### src/rtl/apb_completer_pkg.sv
// Shared types and constants for the APB register-file completer.
// Optional feature macro used by this slice: APB_COMPLETER_PROT_EN.
package apb_completer_pkg;

  typedef enum logic {
    IDLE   = 1'b0,
    ACCESS = 1'b1
  } state_e;

  // One-hot error causes, OR-ed together to form the error flag
  localparam logic [3:0] ERR_RANGE = 4'b0001;
  localparam logic [3:0] ERR_ALIGN = 4'b0010;
  localparam logic [3:0] ERR_RO    = 4'b0100;
  localparam logic [3:0] ERR_PROT  = 4'b1000;

  function automatic int idxWidth(input int numRegs);
    return $clog2(numRegs);
  endfunction

endpackage

### src/rtl/apb_completer_decode.sv
// Combinational address decode: register index and error flag for one APB access.
// Privilege check on the upper half of the bank only exists with APB_COMPLETER_PROT_EN.
module apb_completer_decode
  import apb_completer_pkg::*;
#(
  parameter logic [31:0] BASE_ADDR = 32'h0000_0000,
  parameter int          NUM_REGS  = 16,
  parameter int          IDXW      = 4
) (
  input  logic [31:0]     paddr_i,
  input  logic            pwrite_i,
  input  logic [2:0]      pprot_i,
  output logic [IDXW-1:0] index_o,
  output logic            err_o
);

  logic [31:0] off;
  logic [3:0]  cause;
  logic        inRange;
  logic        unusedProt;

  assign off        = paddr_i - BASE_ADDR;
  assign inRange    = (paddr_i >= BASE_ADDR) && (off < 32'(4 * NUM_REGS));
  assign index_o    = off[IDXW+1:2];
  assign unusedProt = ^pprot_i;

  // Index is only meaningful when the address lands inside the bank
  always_comb begin
    cause = '0;
    if (!inRange) cause = cause | ERR_RANGE;
    if (paddr_i[1:0] != 2'b00) cause = cause | ERR_ALIGN;
    if (inRange && pwrite_i && (index_o == '0)) cause = cause | ERR_RO;
`ifdef APB_COMPLETER_PROT_EN
    if (inRange && !pprot_i[0] && (index_o >= IDXW'(NUM_REGS / 2))) cause = cause | ERR_PROT;
`endif
  end

  assign err_o = |cause;

endmodule

### src/rtl/apb_regfile_completer.sv
// APB completer with a 32-bit register bank, programmable wait states and byte strobes.
// Build option: APB_COMPLETER_PROT_EN enables the privileged-upper-half check in the decoder.
module apb_regfile_completer
  import apb_completer_pkg::*;
#(
  parameter logic [31:0] BASE_ADDR   = 32'h0000_0000,
  parameter int          NUM_REGS    = 16,
  parameter int          WAIT_STATES = 0,
  parameter logic [31:0] ID_VALUE    = 32'hA9B0_0001
) (
  input  logic                    s_axi_clk,
  input  logic                    s_axi_aresetn,
  input  logic                    psel,
  input  logic                    penable,
  input  logic                    pwrite,
  input  logic [31:0]             paddr,
  input  logic [31:0]             pwdata,
  input  logic [3:0]              pstrb,
  input  logic [2:0]              pprot,
  output logic                    pready,
  output logic [31:0]             prdata,
  output logic                    pslverr,
  output logic [32*NUM_REGS-1:0]  regs_q
);

  localparam int IDXW = idxWidth(NUM_REGS);

  state_e          state_q, state_d;
  logic [3:0]      cnt_q, cnt_d;
  logic [IDXW-1:0] idx_q;
  logic            err_q;
  logic            write_q;
  logic [31:0]     regFile_q [1:NUM_REGS-1];

  logic [IDXW-1:0] decIdx;
  logic            decErr;
  logic            setupHit;
  logic            commit;
  logic [31:0]     readVal;

  apb_completer_decode #(
    .BASE_ADDR (BASE_ADDR),
    .NUM_REGS  (NUM_REGS),
    .IDXW      (IDXW)
  ) u_decode (
    .paddr_i  (paddr),
    .pwrite_i (pwrite),
    .pprot_i  (pprot),
    .index_o  (decIdx),
    .err_o    (decErr)
  );

  assign setupHit = (state_q == IDLE) && psel && !penable;

  always_ff @(posedge s_axi_clk or negedge s_axi_aresetn) begin
    if (!s_axi_aresetn) begin
      state_q <= IDLE;
      cnt_q   <= '0;
      idx_q   <= '0;
      err_q   <= 1'b0;
      write_q <= 1'b0;
    end else begin
      state_q <= state_d;
      cnt_q   <= cnt_d;
      if (setupHit) begin
        idx_q   <= decIdx;
        err_q   <= decErr;
        write_q <= pwrite;
      end
    end
  end

  // Ready depends only on state and counter so paddr/pwdata never reach pready
  always_comb begin
    state_d = state_q;
    cnt_d   = cnt_q;
    pready  = 1'b0;
    pslverr = 1'b0;
    prdata  = '0;
    commit  = 1'b0;
    case (state_q)
      IDLE: begin
        if (setupHit) begin
          state_d = ACCESS;
          cnt_d   = 4'(WAIT_STATES);
        end
      end
      ACCESS: begin
        if (cnt_q != '0) begin
          if (!psel) state_d = IDLE;
          else       cnt_d   = cnt_q - 4'd1;
        end else begin
          pready  = 1'b1;
          pslverr = err_q;
          prdata  = err_q ? 32'h0 : readVal;
          commit  = psel && write_q && !err_q;
          state_d = IDLE;
        end
      end
      default: state_d = IDLE;
    endcase
  end

  always_ff @(posedge s_axi_clk or negedge s_axi_aresetn) begin
    if (!s_axi_aresetn) begin
      for (int k = 1; k < NUM_REGS; k++) regFile_q[k] <= '0;
    end else begin
      for (int k = 1; k < NUM_REGS; k++) begin
        if (commit && (idx_q == IDXW'(k))) begin
          for (int b = 0; b < 4; b++) begin
            if (pstrb[b]) regFile_q[k][8*b +: 8] <= pwdata[8*b +: 8];
          end
        end
      end
    end
  end

  always_comb begin
    regs_q        = '0;
    regs_q[31:0]  = ID_VALUE;
    for (int k = 1; k < NUM_REGS; k++) regs_q[32*k +: 32] = regFile_q[k];
  end

  always_comb begin
    readVal = '0;
    for (int k = 0; k < NUM_REGS; k++) begin
      if (idx_q == IDXW'(k)) readVal = regs_q[32*k +: 32];
    end
  end

endmodule

### config.mk
export PLATFORM = sky130hd
export DESIGN_NAME = apb_regfile_completer
export DESIGN_NICKNAME = d
export VERILOG_FILES = /design/src/rtl/apb_completer_pkg.sv /design/src/rtl/apb_completer_decode.sv /design/src/rtl/apb_regfile_completer.sv
export SDC_FILE = /design/constraint.sdc
export NUM_CORES = 1
export LEC_CHECK = 0
export CAP_MARGIN = 10
export CORE_MARGIN = 5
export CORE_UTILIZATION = 45
export DETAILED_ROUTE_END_ITERATION = 10
export PLACE_DENSITY = 0.82
export SLEW_MARGIN = 25
export SYNTH_ARGS = -nofsm -noshare
export SYNTH_HDL_FRONTEND = slang
export SYNTH_SLANG_ARGS = --single-unit
export TNS_END_PERCENT = 20
### constraint.sdc
create_clock -name s_axi_clk -period 6.5 [get_ports s_axi_clk]
set_clock_uncertainty 0.1 [all_clocks]
set_input_delay 0.65 -clock s_axi_clk [delete_from_list [all_inputs] [get_ports s_axi_clk]]
set_output_delay 0.65 -clock s_axi_clk [all_outputs]
set_load 0.005 [all_outputs]
# == After elaboration in Yosys (flattened, before gate mapping) ==
# Cells that the tools add are included.
# classes
add_sub_neg,1
n_mul,0
n_div,0
magnitude_cmp,2
eq_ne,18
shift,0
muxes,36
bitwise_logic,1
n_reduce_logical,90
# ops
op,n
2-to-1 mux 32 bit,19
AND reduction 2 bit,60
"equality test 4 bit, second input constant",8
"greater-or-equal comparator 32 x 1 -> 1 bit, second input constant",1
"< comparator 32 x 7 -> 1 bit, second input constant",1
logical AND 1 bit,22
"equality test 4 x 3 -> 1 bit, second input constant",4
2-to-1 mux 4 bit,3
2-to-1 mux 1 bit,10
"equality test 4 x 2 -> 1 bit, second input constant",2
logical NOT 4 bit,2
one-hot mux 4 bit (2 select lines),1
"equality test 4 x 1 -> 1 bit, second input constant",1
"!= test 2 bit, second input constant",2
nonzero test 4 bit,1
OR reduction 4 bit,1
"subtractor 4 x 1 -> 4 bit, second input constant",1
2-to-1 mux 3 bit,1
AND reduction 3 bit,1
logical NOT 1 bit,2
2-to-1 mux 2 bit,1
"!= test 2 x 1 -> 1 bit, second input constant",1
one-hot mux 1 bit (2 select lines),1
nonzero test 2 bit,1
NOT 1 bit,1
# word_totals
ff_bits,491
latchBits,0
ram_bits,0
mem_bits_ro,0
input_bits,76
output_inout_bits,546
mem_count,0

# == Depth between registers and ports, before layout ==
# Gate-level depths: netlist (run 1).
# logic_depth
word_depth,20
mapped_depth,10
mapped_depth_nobuf,7

# == Cells and area by module ==
# Synthesis (run 1) repeated with hierarchy kept, for this count alone.
# unflattened
hier_cells,1972
area_unflattened_um2,24524.8
# modules_own_cells
mod,n_inst,cells_each,area_each_um2
apb_regfile_completer,1,1957,24405.9
apb_completer_decode,1,15,118.9

# == Worst setup path after synthesis (run 1) ==
# Ideal clock, no wire load.
# synth_path
path_type,register -> output
from,register idx_q[1]
to,output port prdata[1]
t_arrival_ns,1.929
path_slack_ns,3.821
stages_incl_launch_ff,8
cell_sequence,dfrtp_1 > buf_6 > buf_2 > or3b_2 > a21oi_1 > a21oi_1 > a2111oi_0 > nor2_1
# synth_via
elab_chain_len,19
elab_cells_between_ends,33
cone_classes,eq/ne (15); mux (18)
# synth_rtl
item,line,rtl
start: declaration,apb_regfile_completer.sv:30,logic [IDXW-1:0] idx_q;
start signal: assignment,apb_regfile_completer.sv:66,idx_q <= decIdx;
equality test 4 x 1 -> 1 bit,apb_regfile_completer.sv:127,if (idx_q == IDXW'(k)) readVal = regs_q[32*k +: 32];
2-to-1 mux 32 bit (14 in series),apb_regfile_completer.sv:127,
2-to-1 mux 32 bit *,apb_regfile_completer.sv:127,
2-to-1 mux 32 bit *,apb_regfile_completer.sv:95,prdata = err_q ? 32'h0 : readVal;
2-to-1 mux 32 bit *,apb_regfile_completer.sv:89,if (cnt_q != '0) begin
2-to-1 mux 32 bit *,apb_regfile_completer.sv:81,case (state_q)
end: declaration,apb_regfile_completer.sv:21,"output logic [31:0] prdata,"
# Mark *: on every way between the ends. The rest lies on a longest branch, timed or not.

# == Worst setup path after layout (run 1) ==
# layout_path
from,register idx_q[2]
to,output port prdata[5]
# The elaborated chain is that of the path after synthesis.

==> impl_results.md, run 1 <==
* Routed wire per std cell at 32.6 um
* Portion of synthesized cell area occupied by the leading cell type at 51.4%
* Most common library cell in the layout ignoring fill and taps: clkdlybuf4s50_1
* CTS hold repair buffers at 0
* Number of global-route vias before repair at 21500
* Static Leak at 14.3 nW
* Total placed instance area at 30300 sq um
* Die area at 57800 sq um
* Placement row count at 84
* Average cell area after synthesis at 12.1 sq um
* CTS sink cnt at 491
* Routed length on met1 at 38700 um
* Total detailed-routing wirelength at 106000 um
* Final period util at 88.7%
* Final Max Tran Viols at 0
* Number of clock buffers inserted by TritonCTS at 53
* Area taken by flip-flops and latches at 12300 sq um
* # resized after CTS at 0
* Count of filler cells inserted in the layout at 4107
* Routed length on met2 at 47700 um
* Number of buffers added on ports at 586
* Number of enable-type register cells in the synthesized netlist at 0
* Antenna violations before repair at 7
* WP buf/inv at 3
* Most frequent cells in the layout: clkdlybuf4s50_1, mux2_2, dfrtp_1, o21ai_0, a21oi_1
* Crit path max fanout at 47
* Rel. slew slack at 19.0%
* Max-capacitance violation count at 0
* Worst-margin pin slew at 1.21 ns
* Cell types occupying the most area after synthesis: dfrtp_1, mux2_2, o21ai_0
* Setup Crit Path Kind: register to output port
* CTS tree: yes
* Via/cell ratio at 6.45
* Leading register cell type out of synthesis: dfrtp_1
* Maximum number of pins on one net before global-route repair at 189
* Total number of yosys warnings at 0
* List of cells traversed by the critical path: buf_4, clkinv_1, mux4_2, nor2_1, a221oi_1, o22ai_1, clkdlybuf4s50_1
* Routed length on met3 at 12500 um
* Post-route cell area at 32100 sq um
* Result of the run: finished clean
* Highest layer used for signal routing: met5
* Crit path largest cell delay at 1.13 ns
* Detailed Route Iter0 Violations at 2158
* Worst hold slack at 0.0384 ns
* Synthesized area at 23900 sq um
* Total negative slack at 0 ns
* Synthesis-stage register bit count at 491
* Initial Util at 45.5%
* Synthesis-to-layout area growth at 34.5%
* Maximum clock insertion buffer count at 3
* Clock latency of the later-clocked register in the worst-skew pair at 0.61 ns
* CTS H-tree lvls at 2
* Kind of start point of the critical path: register
* Tightest Hold Check Type: input pin to asynchronous set/reset pin
* Leading area contributor after synthesis: dfrtp_1
* Core box area at 52600 sq um
* Power density over the cells at 242 nW/um^2
* Remaining antenna violation count at 0
* Worst-path clk slew at 0.06 ns
* Multi-input gate area in the final layout at 10900 sq um
* Kind of capture point of the worst setup path: output port
* Width of the die at 240 um
* First-pass GRT wire length at 149000 um
* Share of final-layout standard cells stronger than drive strength 1 at 28.2%
* Total gr overflow at 0
* Cell with the largest stage delay on the worst path: clkinv_1
* Number of failing setup endpoints in the final timing report at 0
* Worst endpoint data arrival time at 5.02 ns
* DRC violations left at 0
* Number of standard cells after synthesis at 1977
* Maximum frequency from static timing analysis at 0.173 GHz
* Initial DRT Pass Iterations at 6
* Final-stage net count at 2588
* Share of the yosys chip area belonging to registers at 51.4%
* Number of different library cells in the post-synthesis netlist at 73
* Total global routing track utilization at 35.2%
* Async SR Flop Fraction at 100%
* Root Driver: clkbuf_16
* Top-Level Pins at 622
* Final weighted congestion in routability-driven placement at 0.923
* Routed via count at 20900
* Power, Total at 0.00778 W
* Total count of hold-check failures in the final report at 0
* Unrepaired setup endpoints after global routing: false
* Post-CTS Setup Inserts at 0
* Maximum VDD drop at 0.000209 V
* Vertical die dimension at 240 um
* Detailed placement HPWL at 71900 um
* Final critical path time including I/O delays and setup at 5.77 ns
* Top delay family on crit path: buffers and inverters
* Required time reported for the critical path endpoint at 5.75 ns
[logic make-up (layout without fill, tap and decap cells)]
logic type / Yosys count / in the layout / synth area share, %
buffers and inverters: 187 / 734 / 3.73
other: 2 / 36 / 0.0314
XOR/XNOR: 2 / 2 / 0.0733
multiplexers: 562 / 562 / 26.4
AO/OA/AOI/OAI: 393 / 393 / 10.6
flip-flops: 491 / 491 / 51.4
adder cells (fa/ha/maj): 1 / 1 / 0.0523
AND/OR/NAND/NOR: 339 / 339 / 7.71
[Yosys cell counts (5+ instances only)]
master,count
nand2b_1,17
nand3_1,17
a221o_1,5
a211oi_1,5
mux2i_1,34
a221oi_1,32
nor4_4,5
nor2_1,82
clkbuf_1,88
nor3_1,13
nand2_1,77
mux2_2,506
o21ai_0,116
nand4_1,11
nand2_2,20
mux2_1,20
dfrtp_1,491
buf_4,34
o22ai_1,31
a22oi_1,36
nor2_2,36
inv_1,15
buf_2,44
nor4_1,10
a2bb2oi_1,6
a31oi_1,11
or4_1,6
a21oi_1,83
and3b_1,10
nor2b_1,11
o221ai_1,19
o211ai_1,7
[area by class of cell]
cell class,instances,share of cell area [%]
Sequential cell,491,38.3
Multi-Input combinational cell,1329,34.0
Timing Repair Buffer,620,19.3
Clock buffer,80,5.01
Tap cell,688,2.68
Clock inverter,18,0.576
Inverter,16,0.187
Antenna cell,4,0.0311
[sequential cells by signal, indices dropped and copies added, names as in the netlist]
signal,cells
regs_q,480
cnt_q,4
idx_q,4
err_q,1
state_q,1
write_q,1
[per-layer routing]
metal / up-vias / GRT usage, %
met5: - / 0
met4: 6 / 18.0
met2: 1517 / 54.6
li1: 8313 / -
met1: 10700 / 44.0
met3: 394 / 11.8
[worst paths after layout]
kind	start	end	slack, ns	depth (start not counted)
setup / recovery	idx_q[2]	prdata[5]	0.73	7
hold / removal	s_axi_aresetn	regs_q[46]	0.04	1
setup reg to reg	idx_q[2]	regs_q[38]	2.11	5
hold reg to reg	regs_q[128]	regs_q[128]	0.42	1
max in group asynchronous	s_axi_aresetn	regs_q[292]	4.72	3
min in group s_axi_clk	regs_q[128]	regs_q[128]	0.42	1
[through the flow]
step / utilization (%) / cells / worst slack [ns]
3_3_place_gp: 57.6 / 3142 / 1.88
6_report: 61.2 / 3246 / 0.734
2_1_floorplan: - / 2007 / 3.82
5_1_grt: 61.2 / 3245 / 0.788
3_5_place_dp: 57.6 / 3142 / 2.01
4_1_cts: 61.0 / 3240 / 1.33
[power by group]
part / switching (W) / internal [W]
Sequential: 0.000101 / 0.00309
Combinational: 0.00107 / 0.000414
Clock: 0.00128 / 0.00183
Total: 0.00245 / 0.00533
Note: power is estimated with default switching activity, not from simulation.
==> run 2, diff against run 1 <==
--- a/config.mk
+++ b/config.mk
@@ -6,10 +6,11 @@
 export NUM_CORES = 1
 export LEC_CHECK = 0
 export CAP_MARGIN = 10
-export CORE_MARGIN = 5
-export CORE_UTILIZATION = 45
+export CORE_AREA = 5 5 238 240
+export CTS_CLUSTER_SIZE = 40
 export DETAILED_ROUTE_END_ITERATION = 10
-export PLACE_DENSITY = 0.82
+export DIE_AREA = 0 0 243 245
+export PLACE_DENSITY = 0.81
 export SLEW_MARGIN = 25
 export SYNTH_ARGS = -nofsm -noshare
 export SYNTH_HDL_FRONTEND = slang
==> run 2 against run 1 <==
Against the previous run: design area increased by 0.35%; sequential power hardly changed; sequential share of layout area is 0.13 points lower; wire length up 1.7%; non-clock buffer count increased by 7; highest routed layer unchanged; cell count rose by 0.68%; critical path type unchanged; global-route usage down 0.71 points.
==> impl_results.md, run 2 (synthesized netlist as in run 1, its figures left out) <==
* Worst-path clk slew at 0.06 ns (about the same)
* Setup Crit Path Kind: register to output port
* Top-Level Pins at 622 (unchanged)
* Kind of start point of the critical path: register
* Total detailed-routing wirelength at 108000 um (+1.7%)
* Total gr overflow at 0 (unchanged)
* Placement row count at 86 (+2.4%)
* Most frequent cells in the layout: clkdlybuf4s50_1, mux2_2, dfrtp_1, o21ai_0, a21oi_1
* First-pass GRT wire length at 152000 um (+1.7%)
* Synthesis-to-layout area growth at 34.9%
* Detailed Route Iter0 Violations at 2310 (+7.0%)
* Maximum number of pins on one net before global-route repair at 170 (-10%)
* Maximum VDD drop at 0.000212 V (+1.3%)
* Root Driver: clkbuf_16
* Power density over the cells at 245 nW/um^2 (+1.2%)
* Unrepaired setup endpoints after global routing: false
* Final period util at 82.5% (-6.2 points)
* Worst endpoint data arrival time at 4.61 ns (-0.41 ns)
* DRC violations left at 0 (unchanged)
* # resized after CTS at 0 (unchanged)
* Final Max Tran Viols at 0 (unchanged)
* Cells on Worst Hold Path at 1
* Kind of capture point of the worst setup path: output port
* Die area at 59500 sq um (+2.9%)
* Max reg flops at 480 (unchanged)
* Multi-input gate area in the final layout at 10900 sq um (-0.20%)
* Post-route cell area at 32300 sq um (+0.35%)
* Total count of hold-check failures in the final report at 0 (unchanged)
* Worst hold slack at 0.423 ns (+0.385 ns)
* Final critical path time including I/O delays and setup at 5.36 ns (-0.404 ns)
* Count of filler cells inserted in the layout at 4298 (+4.7%)
* Tightest Hold Check Type: register to register
* Register-to-Register Path Depth at 5 (unchanged)
* Required time reported for the critical path endpoint at 5.75 ns (about the same)
* Total placed instance area at 30300 sq um (about the same)
* Max-capacitance violation count at 0 (unchanged)
* Static Leak at 14.3 nW (+0.38%)
* Result of the run: finished clean
* Crit path max fanout at 56 (+19%)
* Most common library cell in the layout ignoring fill and taps: clkdlybuf4s50_1
* Total negative slack at 0 ns (unchanged)
* Routed wire per std cell at 32.9 um (+1.0%)
* Vertical die dimension at 245 um (+1.9%)
* CTS tree: yes
* Number of global-route vias before repair at 21300 (-0.89%)
* Maximum clock insertion buffer count at 3 (unchanged)
* Detailed placement HPWL at 72800 um (+1.3%)
* Post-CTS Setup Inserts at 0 (unchanged)
* Final weighted congestion in routability-driven placement at 0.942 (+2.1%)
* Area taken by flip-flops and latches at 12300 sq um (unchanged)
* Initial Util at 43.9% (-1.6 points)
* Total global routing track utilization at 34.5% (-0.71 points)
* Worst-margin pin slew at 1.20 ns (-0.00538 ns)
* Number of clock buffers inserted by TritonCTS at 52 (-1.9%)
* Antenna violations before repair at 4 (-3)
* Initial DRT Pass Iterations at 7 (+1)
* CTS H-tree lvls at 2 (unchanged)
* Share of final-layout standard cells stronger than drive strength 1 at 28.2% (+0.090 points)
* Width of the die at 243 um (+1.0%)
* Routed via count at 20800 (-0.58%)
* Core box area at 54400 sq um (+3.6%)
* Via/cell ratio at 6.37 (-1.2%)
* Clock latency of the later-clocked register in the worst-skew pair at 0.61 ns (about the same)
* Final-stage net count at 2594 (+0.23%)
* Number of failing setup endpoints in the final timing report at 0 (unchanged)
* Rel. slew slack at 19.7% (+0.69 points)
* Maximum frequency from static timing analysis at 0.186 GHz (+7.5%)
* CTS hold repair buffers at 0 (unchanged)
* Number of buffers added on ports at 586 (unchanged)
* CTS sink cnt at 491 (unchanged)
* Remaining antenna violation count at 0 (unchanged)
-- run 2: per-layer routing --
layer  wire length (um)  GRT usage, %  up-vias
met5                  7             0        -
met4               5280          15.6        2
met3              11900          11.5      319
met2              49600          54.7     1528
met1              40800          43.2    10600
li1                   -             -     8350
-- run 2: per-stage QoR --
step | utilization [%] | instances | total power (W) | setup WS [ns]
after floorplan | - | 2007 | 0.00397 | 3.82
after global placement | 55.7 | 3163 | 0.00464 | 1.88
after detailed placement | 55.7 | 3163 | 0.00467 | 1.85
after CTS | 59.1 | 3260 | 0.00785 | 1.21
final | 59.3 | 3268 | 0.00790 | 1.14
after global routing | 59.2 | 3264 | 0.00809 | 1.12
-- run 2: worst paths after layout --
check / from / to / slack, ns
worst min-delay path: regs_q[147] / regs_q[147] / 0.42
worst max register to register: idx_q[0] / regs_q[438] / 2.29
max in group asynchronous: s_axi_aresetn / regs_q[206] / 4.06
min in group asynchronous: s_axi_aresetn / regs_q[211] / 0.48
worst min register to register: regs_q[147] / regs_q[147] / 0.42
worst max-delay path: idx_q[1] / prdata[23] / 1.14
-- run 2: final cells by class --
cell class	count	area share, %
Timing Repair Buffer	627	19.4
Tap cell	704	2.73
Multi-Input combinational cell	1329	33.8
Antenna cell	4	0.0310
Inverter	16	0.186
Clock inverter	19	0.826
Clock buffer	78	4.90
Sequential cell	491	38.1
-- run 2: worst max-delay path, stage by stage, from the launching register on --
cell             delay [ns]
dfrtp_4                0.89
buf_4                  0.69
nor2b_4                0.31
buf_4                  0.32
nor2_1                 0.53
a221oi_1               0.17
a221o_1                0.31
a21oi_1                0.17
clkdlybuf4s50_1        0.53
-- run 2: where the power goes --
| part | internal, W | switching (W) | leakage, nW | total, W |
|---|---|---|---|---|
| clock | 0.00192 | 0.00130 | 0.914 | 0.00322 |
| combinational | 0.000422 | 0.00106 | 6.55 | 0.00148 |
| sequential | 0.00309 | 0.000117 | 6.84 | 0.00321 |
==> run 3, diff against run 2 <==
--- a/config.mk
+++ b/config.mk
@@ -6,11 +6,11 @@
 export NUM_CORES = 1
 export LEC_CHECK = 0
 export CAP_MARGIN = 10
-export CORE_AREA = 5 5 238 240
+export CORE_MARGIN = 5
+export CORE_UTILIZATION = 45
 export CTS_CLUSTER_SIZE = 40
 export DETAILED_ROUTE_END_ITERATION = 10
-export DIE_AREA = 0 0 243 245
-export PLACE_DENSITY = 0.81
+export PLACE_DENSITY = 0.85
 export SLEW_MARGIN = 25
 export SYNTH_ARGS = -nofsm -noshare
 export SYNTH_HDL_FRONTEND = slang
==> constraint.sdc (replaced) <==
create_clock -name s_axi_clk -period 4.54 [get_ports s_axi_clk]
set_clock_uncertainty 0.1 [all_clocks]
set_input_delay 0.454 -clock s_axi_clk [delete_from_list [all_inputs] [get_ports s_axi_clk]]
set_output_delay 0.454 -clock s_axi_clk [all_outputs]
set_load 0.005 [all_outputs]
==> run 3 against run 2 <==
Against the previous run: sequential power rose by 43%; combinational power rose by 49%; wire length rose by 0.25%; clock power rose by 25%; global-route usage rose by 1.5 points; cell count rose by 0.37%; sequential cell count did not move; count of clock-buffer cells in the layout fell by 4; power rose by 37%; critical path type unchanged.
==> impl_results.md, run 3 (synthesized netlist as in run 1, its figures left out) <==
* Die area at 57800 sq um (-2.9%)
* Power density over the cells at 335 nW/um^2 (+37%)
* Crit path max fanout at 46 (-18%)
* Number of buffers added on ports at 586 (unchanged)
* Share of total power consumed by net switching at 32.0% (+0.70 points)
* Final standard cell count with taps included and fillers excluded at 3280 (+0.37%)
* Power, Total at 0.0108 W (+37%)
* Share of final-layout standard cells stronger than drive strength 1 at 28.9% (+0.64 points)
* Worst-margin pin slew at 0.904 ns (-0.298 ns)
* Number of clock buffers inserted by TritonCTS at 51 (-1.9%)
* Total global routing track utilization at 36.0% (+1.5 points)
* Count of filler cells inserted in the layout at 4107 (-4.4%)
* CTS tree: yes
* Initial DRT Pass Iterations at 5 (-2)
* Final weighted congestion in routability-driven placement at 0.968 (+2.8%)
* Total detailed-routing wirelength at 108000 um (+0.25%)
* Placement row count at 84 (-2.3%)
* Number of global-route vias before repair at 21800 (+2.3%)
* P_sw at 0.00346 W (+40%)
* Maximum frequency from static timing analysis at 0.225 GHz
* Part of the total power dissipated in the clock network at 37.1% (-3.6 points)
* Via/cell ratio at 6.44 (+1.1%)
* Kind of start point of the critical path: register
* Final period util at 97.8%
* Final critical path time including I/O delays and setup at 4.44 ns
* Worst hold slack at 0.214 ns (-0.209 ns)
* Max-capacitance violation count at 0 (unchanged)
* CTS H-tree lvls at 2 (unchanged)
* Tightest Hold Check Type: input pin to asynchronous set/reset pin
* Total placed instance area at 30600 sq um (+1.1%)
* DRC violations left at 0 (unchanged)
* Routed wire per std cell at 32.9 um (-0.12%)
* Maximum number of pins on one net before global-route repair at 124 (-27%)
* Most frequent cells in the layout: clkdlybuf4s50_1, mux2_2, dfrtp_1, o21ai_0, a21oi_1
* Part of the power in registers at 42.5% (+1.9 points)
* Total gr overflow at 0 (unchanged)
* Core box area at 52600 sq um (-3.5%)
* Routed via count at 21100 (+1.5%)
* Detailed placement HPWL at 75700 um (+4.0%)
* Combinational share of power at 20.4% (+1.7 points)
* First-pass GRT wire length at 152000 um (+0.40%)
* Vertical die dimension at 240 um (-1.8%)
* Worst-path clk slew at 0.06 ns (about the same)
* Maximum clock insertion buffer count at 3 (unchanged)
* Kind of capture point of the worst setup path: output port
* Result of the run: finished clean
* Initial Util at 45.5% (+1.6 points)
* Antenna violations before repair at 7 (+3)
* Post-route cell area at 32300 sq um (about the same)
* Detailed Route Iter0 Violations at 2595 (+12%)
* CTS sink cnt at 491 (unchanged)
* Width of the die at 240 um (-1.0%)
* Total count of hold-check failures in the final report at 0 (unchanged)
* Total negative slack at 0 ns (unchanged)
* Top-Level Pins at 622 (unchanged)
* Max reg flops at 480 (unchanged)
* Required time reported for the critical path endpoint at 3.99 ns (-1.76 ns)
* Worst endpoint data arrival time at 3.89 ns (-0.72 ns)
* Final-stage net count at 2631 (+1.4%)
* Static Leak at 14.4 nW (+0.37%)
* Synthesis-to-layout area growth at 35.0% (about the same)
* Rel. slew slack at 39.7% (+20 points)
* Maximum VDD drop at 0.000307 V (+45%)
* Setup Crit Path Kind: register to output port
* Unrepaired setup endpoints after global routing: false
* Power Internal at 0.00735 W (+35%)
* Clock latency of the later-clocked register in the worst-skew pair at 0.60 ns (about the same)
* Root Driver: clkbuf_16
* Final Max Tran Viols at 0 (unchanged)
* Remaining antenna violation count at 0 (unchanged)
* Number of failing setup endpoints in the final timing report at 0 (unchanged)
* Most common library cell in the layout ignoring fill and taps: clkdlybuf4s50_1
* Post-placement cell count at 3186 (+0.73%)
==> run 3: worst paths after layout <==
check	start	endpoint	slack [ns]	depth (start not counted)
min	s_axi_aresetn	regs_q[42]	0.21	2
min reg2reg	regs_q[128]	regs_q[128]	0.42	1
max in group asynchronous	s_axi_aresetn	regs_q[84]	2.81	4
max reg2reg	idx_q[0]	regs_q[184]	0.80	4
min in group s_axi_clk	regs_q[128]	regs_q[128]	0.42	1
max	idx_q[0]	prdata[7]	0.1	6
==> run 3: metrics by stage <==
stage	utilization [%]	setup WS [ns]
after CTS	61.3	0.0918
after detailed placement	58.3	0.632
after global routing	61.4	0.00329
final	61.4	0.0991
after global placement	58.3	0.691
after floorplan	-	2.06
==> run 3: worst max-delay path, cell delays in order (launching register included) <==
cell and delay (ns):
dfrtp_4 0.86, nand2b_2 0.74, nor2_1 0.13, nor2_1 0.45, o21ai_0 0.22, o22ai_1 0.28, clkdlybuf4s50_1 0.57
==> run 3: timing repair <==
| item | 4_1_cts | 5_1_grt |
|---|---|---|
| endpoints found under the hold margin | 115 | 0 |
| setup endpoints to repair | 1 | 2 |
| pin swaps | 0 | 0 |
| gates resized for setup | 0 | 4 |
| buffers inserted | 1 | 0 |
| hold buffers | 1 | 0 |
==> run 3: cell type report <==
type	instances	area, sq um	area share (%)
Antenna cell	6	15.0	0.0465
Clock buffer	74	1480	4.60
Clock inverter	11	65.1	0.202
Inverter	16	60.1	0.186
Multi-Input combinational cell	1329	10900	33.8
Sequential cell	491	12300	38.1
Tap cell	688	861	2.67
Timing Repair Buffer	665	6580	20.4
==> run 3: power groups by stage <==
stage	Combinational (W)	Clock, W	Sequential (W)
after floorplan	0.00115	0	0.00454
after global placement	0.00205	0	0.00467
after detailed placement	0.00209	0	0.00467
after CTS	0.00213	0.00403	0.00459
after global routing	0.00228	0.00422	0.00460
final	0.00220	0.00401	0.00459
==> run 3: layer usage <==
metal	track usage [%]	wire, um	share of wire (%)	vias to the layer above
met5	0	19	0.018	-
met1	46.4	39900	37	10700
met4	19.3	6340	5.9	2
li1	-	-	-	8416
met2	55.7	49500	46	1627
met3	9.69	12100	11	386
